$ cat src/rtl/sign_extend_pkg.sv
// Shared types, widths and the immediate-extension function for the ID-stage
// immediate unit.
package sign_extend_pkg;

  localparam int IN_W     = 12;
  localparam int OUT_W    = 21;
  localparam int NARROW_W = 8;

  typedef enum logic [1:0] {
    IMM_U12  = 2'b00,
    IMM_U8   = 2'b01,
    IMM_S12  = 2'b10,
    IMM_RSVD = 2'b11
  } imm_src_e;

  // Returns {err, value}; any encoding that is not a legal mode (including
  // unknowns in simulation) falls to the default and is reported as an error.
  function automatic logic [OUT_W:0] extend_imm(input logic [IN_W-1:0] num,
                                                input logic [1:0]      src);
    logic [OUT_W:0] res;
    res = '0;
    case (src)
      IMM_U12: res = {1'b0, {(OUT_W-IN_W){1'b0}}, num};
      IMM_U8:  res = {1'b0, {(OUT_W-NARROW_W){1'b0}}, num[NARROW_W-1:0]};
      IMM_S12: res = {1'b0, {(OUT_W-IN_W){num[IN_W-1]}}, num};
      default: res = {1'b1, {OUT_W{1'b0}}};
    endcase
    return res;
  endfunction

endpackage

$ cat src/rtl/sign_extend_core.sv
// Combinational extension-mode mux; the top registers its result.
module sign_extend_core
  import sign_extend_pkg::*;
(
  input  logic [IN_W-1:0]  num_i,
  input  logic [1:0]       imm_src_i,
  output logic [OUT_W-1:0] num_o,
  output logic             err_o
);

  logic [OUT_W:0] ext;

  assign ext   = extend_imm(num_i, imm_src_i);
  assign num_o = ext[OUT_W-1:0];
  assign err_o = ext[OUT_W];

endmodule

$ cat src/rtl/sign_extend.sv
// Registered immediate-extension unit: one result per accepted input, one
// cycle of latency, data/err hold while no new input arrives.
module sign_extend
  import sign_extend_pkg::*;
(
  input  logic             clk,
  input  logic             rst_n,
  input  logic             in_valid,
  input  logic [IN_W-1:0]  num_in,
  input  logic [1:0]       imm_src,
  output logic             out_valid,
  output logic [OUT_W-1:0] num_out,
  output logic             err
);

  logic [OUT_W-1:0] ext_num;
  logic             ext_err;

  logic             valid_q, valid_d;
  logic [OUT_W-1:0] num_q, num_d;
  logic             err_q, err_d;

  sign_extend_core u_core (
    .num_i     (num_in),
    .imm_src_i (imm_src),
    .num_o     (ext_num),
    .err_o     (ext_err)
  );

  always_comb begin
    valid_d = in_valid;
    num_d   = num_q;
    err_d   = err_q;
    if (in_valid) begin
      num_d = ext_num;
      err_d = ext_err;
    end
  end

  always_ff @(posedge clk or negedge rst_n) begin
    if (!rst_n) begin
      valid_q <= 1'b0;
      num_q   <= '0;
      err_q   <= 1'b0;
    end else begin
      valid_q <= valid_d;
      num_q   <= num_d;
      err_q   <= err_d;
    end
  end

  assign out_valid = valid_q;
  assign num_out   = num_q;
  assign err       = err_q;

endmodule

$ cat config.mk
export PLATFORM = sky130hd
export DESIGN_NAME = sign_extend
export DESIGN_NICKNAME = d
export VERILOG_FILES = /design/src/rtl/sign_extend_pkg.sv /design/src/rtl/sign_extend_core.sv /design/src/rtl/sign_extend.sv
export SDC_FILE = /design/constraint.sdc
export NUM_CORES = 1
export LEC_CHECK = 0
export ABC_AREA = 1
export CORE_ASPECT_RATIO = 1.75
export CORE_MARGIN = 4
export CORE_UTILIZATION = 39
export DETAILED_ROUTE_END_ITERATION = 10
export GPL_ROUTABILITY_DRIVEN = 1
export PLACE_DENSITY_LB_ADDON = 0.15
export REMOVE_ABC_BUFFERS = 1
export SLEW_MARGIN = 20
export SYNTH_ARGS = -nofsm -noshare
export SYNTH_HDL_FRONTEND = slang
export SYNTH_HIERARCHICAL = 1
export SYNTH_SLANG_ARGS = --single-unit
$ cat constraint.sdc
create_clock -name clk -period 0.8 [get_ports clk]
set_clock_uncertainty 0.15 [all_clocks]
set_input_delay 0.12 -clock clk [delete_from_list [all_inputs] [get_ports clk]]
set_output_delay 0.12 -clock clk [all_outputs]
set_load 0.005 [all_outputs]
==> results.sh <==
export IMPL_status="finished, violations left"
export IMPL_violations="negative setup slack"
export IMPL_die_x_um=47.5
export IMPL_synth_area_um2=1060
export IMPL_maxSlewViolCount=0
export IMPL_synth_ff_type="dfrtp_1"
export IMPL_stdcell_count=206
export IMPL_wirelength_um=2400
export IMPL_cts_tree="done"
export IMPL_ys_seq_elements=23
export IMPL_cts_root_buf="clkbuf_8"
export IMPL_end_kind="output port"
export IMPL_dr_pass1_iters=4
export IMPL_synth_edf_count=0
export IMPL_drtAntennaViolNets=0
export IMPL_fin_nets=198
export IMPL_crit_family="flip-flops"
export IMPL_dp_cells=192
export IMPL_cts_buffer_depth=2
export IMPL_hp_class="in2reg"
export IMPL_core_area_um2=2550
export IMPL_via_count=907
export IMPL_p_seq_frac=0.513
export IMPL_hpwl_um=1650
export IMPL_final_hold_viol_count=0
export IMPL_max_stage_delay_ns=0.40
export IMPL_antenna_diode_count=0
export IMPL_drt_first_iter_violations=9
export IMPL_cp_num_buf_inv=1
export IMPL_synth_top_family_by_area="simple AND/OR/NAND/NOR gates"
export IMPL_finalPower_mw=2.52
export IMPL_cap_violations=0
export IMPL_numCtsBuffers=3
export IMPL_powerDensity_nw_per_um2=1620
export IMPL_async_flop_share=1.00
export IMPL_pwr_share_clk=0.285
export IMPL_drc=0
export IMPL_grt_max_degree=24
export IMPL_yosys_top_cells_area="dfrtp_1, nand2_1, buf_4, inv_1, a21oi_1"
export IMPL_p_comb_frac=0.201
export IMPL_worst_slew_pin_slew_ns=0.235
export IMPL_setup_slack_ns=-0.263
export IMPL_finalCritPeriodShare=1.33
export IMPL_rows=24
export IMPL_crit_arrival_ns=0.79
export IMPL_htreeDepth=1
export IMPL_synth_fa_ha_area_frac=0
export IMPL_p_sw_uw=650
export IMPL_grt_pass1_vias=923
export IMPL_min_delay_start="num_in[6]"
export IMPL_io_buffers=39
export IMPL_synth_compound_area_frac=0.0376
export IMPL_synth_mux_area_frac=0
export IMPL_cp_max_fo=2
export IMPL_synthSimpleGateAreaFrac=0.260
export IMPL_setup_viol=34
export IMPL_initial_core_util=0.417
export IMPL_p_leak_nw=0.920
export IMPL_reg2reg_from="num_out[17]$_DFFE_PN0P_"
export IMPL_switching_share=0.258
export IMPL_synthTopCellsByCount="nand2_1, dfrtp_1, inv_1, buf_4, a21oi_1"
export IMPL_post_place_ws_ns=-0.684
export IMPL_crit_path_cell_trace="buf_2"
export IMPL_place_gp_congestion=0.637
export IMPL_p_int_mw=1.87
export IMPL_netlist_cell_type_count=9
export IMPL_design_area_um2=1550
export IMPL_yosysWarnings=6
export IMPL_maxSlewHeadroom=0.843
export IMPL_cp_startpoint="num_out[3]$_DFFE_PN0P_"
export IMPL_seq_area_frac_synth=0.541
export IMPL_yosys_cell_count_top_type="nand2_1"
export IMPL_drive_gt1_frac=0.372
export IMPL_area_delta_synth_final_pct=45.9
export IMPL_clk_pin_slew_ns=0.08
export IMPL_yosysTopAreaCell="dfrtp_1"
export IMPL_critPathKind="reg2out"
export IMPL_peakVddDrop_mv=1.06
export IMPL_syn_inst=133
export IMPL_die_h_um=77.1
export IMPL_dpl_cell_area_um2=1460
export IMPL_clock_latency_ns=0.26
export IMPL_clock_fmax_mhz=941
export IMPL_rsz0062_at_grt="true"
export IMPL_required_ns=0.53
export IMPL_synthXorXnorAreaFrac=0
export IMPL_start_kind="register"
export IMPL_avgSynthCellArea_um2=8.01
export IMPL_clock_sinks=23
export IMPL_layout_min_cycle_time_ns=1.06
export IMPL_grt_use_total=0.146
export IMPL_die_area_um2=3660
export IMPL_grt_ovfl_total=0
export IMPL_wl_per_cell_um=11.6
export IMPL_synth_largest_type_area_fraction=0.541
export IMPL_io_pins=40
export IMPL_grt_pass1_wl_um=4020
export IMPL_vias_per_cell=4.40
export IMPL_antenna_found_initial=0
export IMPL_critPathSlowestCell="dfrtp_1"
==> sequential cells by signal, summed over array words and instances, names as in the netlist <==
register / count
err: 1
num_out: 21
out_valid: 1
==> kinds of logic after synthesis <==
| family | Yosys count |
|---|---|
| buffers and inverters | 29 |
| AOI/OAI and AO/OA | 8 |
| and+or+nand+nor | 73 |
| DFF | 23 |
==> routing by layer <==
| layer | vias up | track usage | wire length (µm) |
|---|---|---|---|
| met3 | 2 | 0.0141 | 122 |
| met1 | 407 | 0.176 | 1040 |
| met5 | - | 0 | 0 |
| met2 | 24 | 0.247 | 1210 |
| li1 | 474 | - | - |
| met4 | 0 | 0.0582 | 21 |
==> final timing paths <==
path | end | slack (ns) | depth (start not counted)
worst max-delay path | num_out[3] | -0.26 | 1
worst min-delay path | num_out[6]$_DFFE_PN0P_ | 0.03 | 5
worst max register to register | num_out[17]$_DFFE_PN0P_ | -0.20 | 4
worst min register to register | num_out[0]$_DFFE_PN0P_ | 0.33 | 2
max in group asynchronous | num_out[14]$_DFFE_PN0P_ | 0.31 | 2
min in group asynchronous | num_out[10]$_DFFE_PN0P_ | 0.05 | 2
==> stage by stage <==
stage	hold WS [ns]	setup TNS (ns)	util
floorplan	-0.326	-0.577	-
global placement	0.303	-19.04	0.571
detailed placement	0.311	-19.62	0.571
CTS	0.0456	-6.22	0.561
global route	0.0524	-7.61	0.609
finish	0.0295	-6.47	0.609
==> worst register-to-register path: stages, from the launching register on <==
cell and delay, ns:
dfrtp_1 0.40, buf_4 0.14, buf_4 0.12, nand2_2 0.05
nand2_1 0.04
==> power groups by stage <==
stage / registers, mW / logic, mW / clock network [mW]
after floorplan: 1.32 / 0.116 / 0
after global placement: 1.31 / 0.496 / 0
after detailed placement: 1.31 / 0.505 / 0
after CTS: 1.29 / 0.443 / 0.748
after global routing: 1.30 / 0.565 / 0.800
final: 1.29 / 0.507 / 0.719
==> area by class of cell <==
cell class / instances / area (µm²)
sequential: 23 / 576
clock buffer: 3 / 41.3
fill: 239 / 998
timing repair buffer: 56 / 458
clock inverter: 1 / 7.51
tap: 26 / 32.5
inverter: 15 / 61.3
multi-input combinational: 82 / 378
==> cells in the final DEF (no fill, tap or decap) <==
| master | count |
|---|---|
| nor2_1 | 4 |
| inv_2 | 3 |
| inv_1 | 11 |
| clkbuf_8 | 3 |
| buf_12 | 2 |
| clkdlybuf4s50_1 | 10 |
| buf_4 | 7 |
| buf_6 | 8 |
| buf_2 | 23 |
| a21oi_2 | 2 |
| nor2_4 | 2 |
| dlygate4sd2_1 | 4 |
| clkinvlp_4 | 1 |
| dfrtp_1 | 23 |
| inv_6 | 1 |
| dlymetal6s2s_1 | 2 |
| nand2_1 | 53 |
| a21oi_1 | 6 |
| nand2_2 | 15 |
==> timing repair <==
item                                    in CTS  in global routing
gates cloned                                 1                  0
endpoints found under the setup margin      45                 40
resized for setup                          103                 26
setup buffers                                5                  6
hold buffers                                 0                  0
pin swaps                                    6                 14
Power figures use the tool's default switching activity.
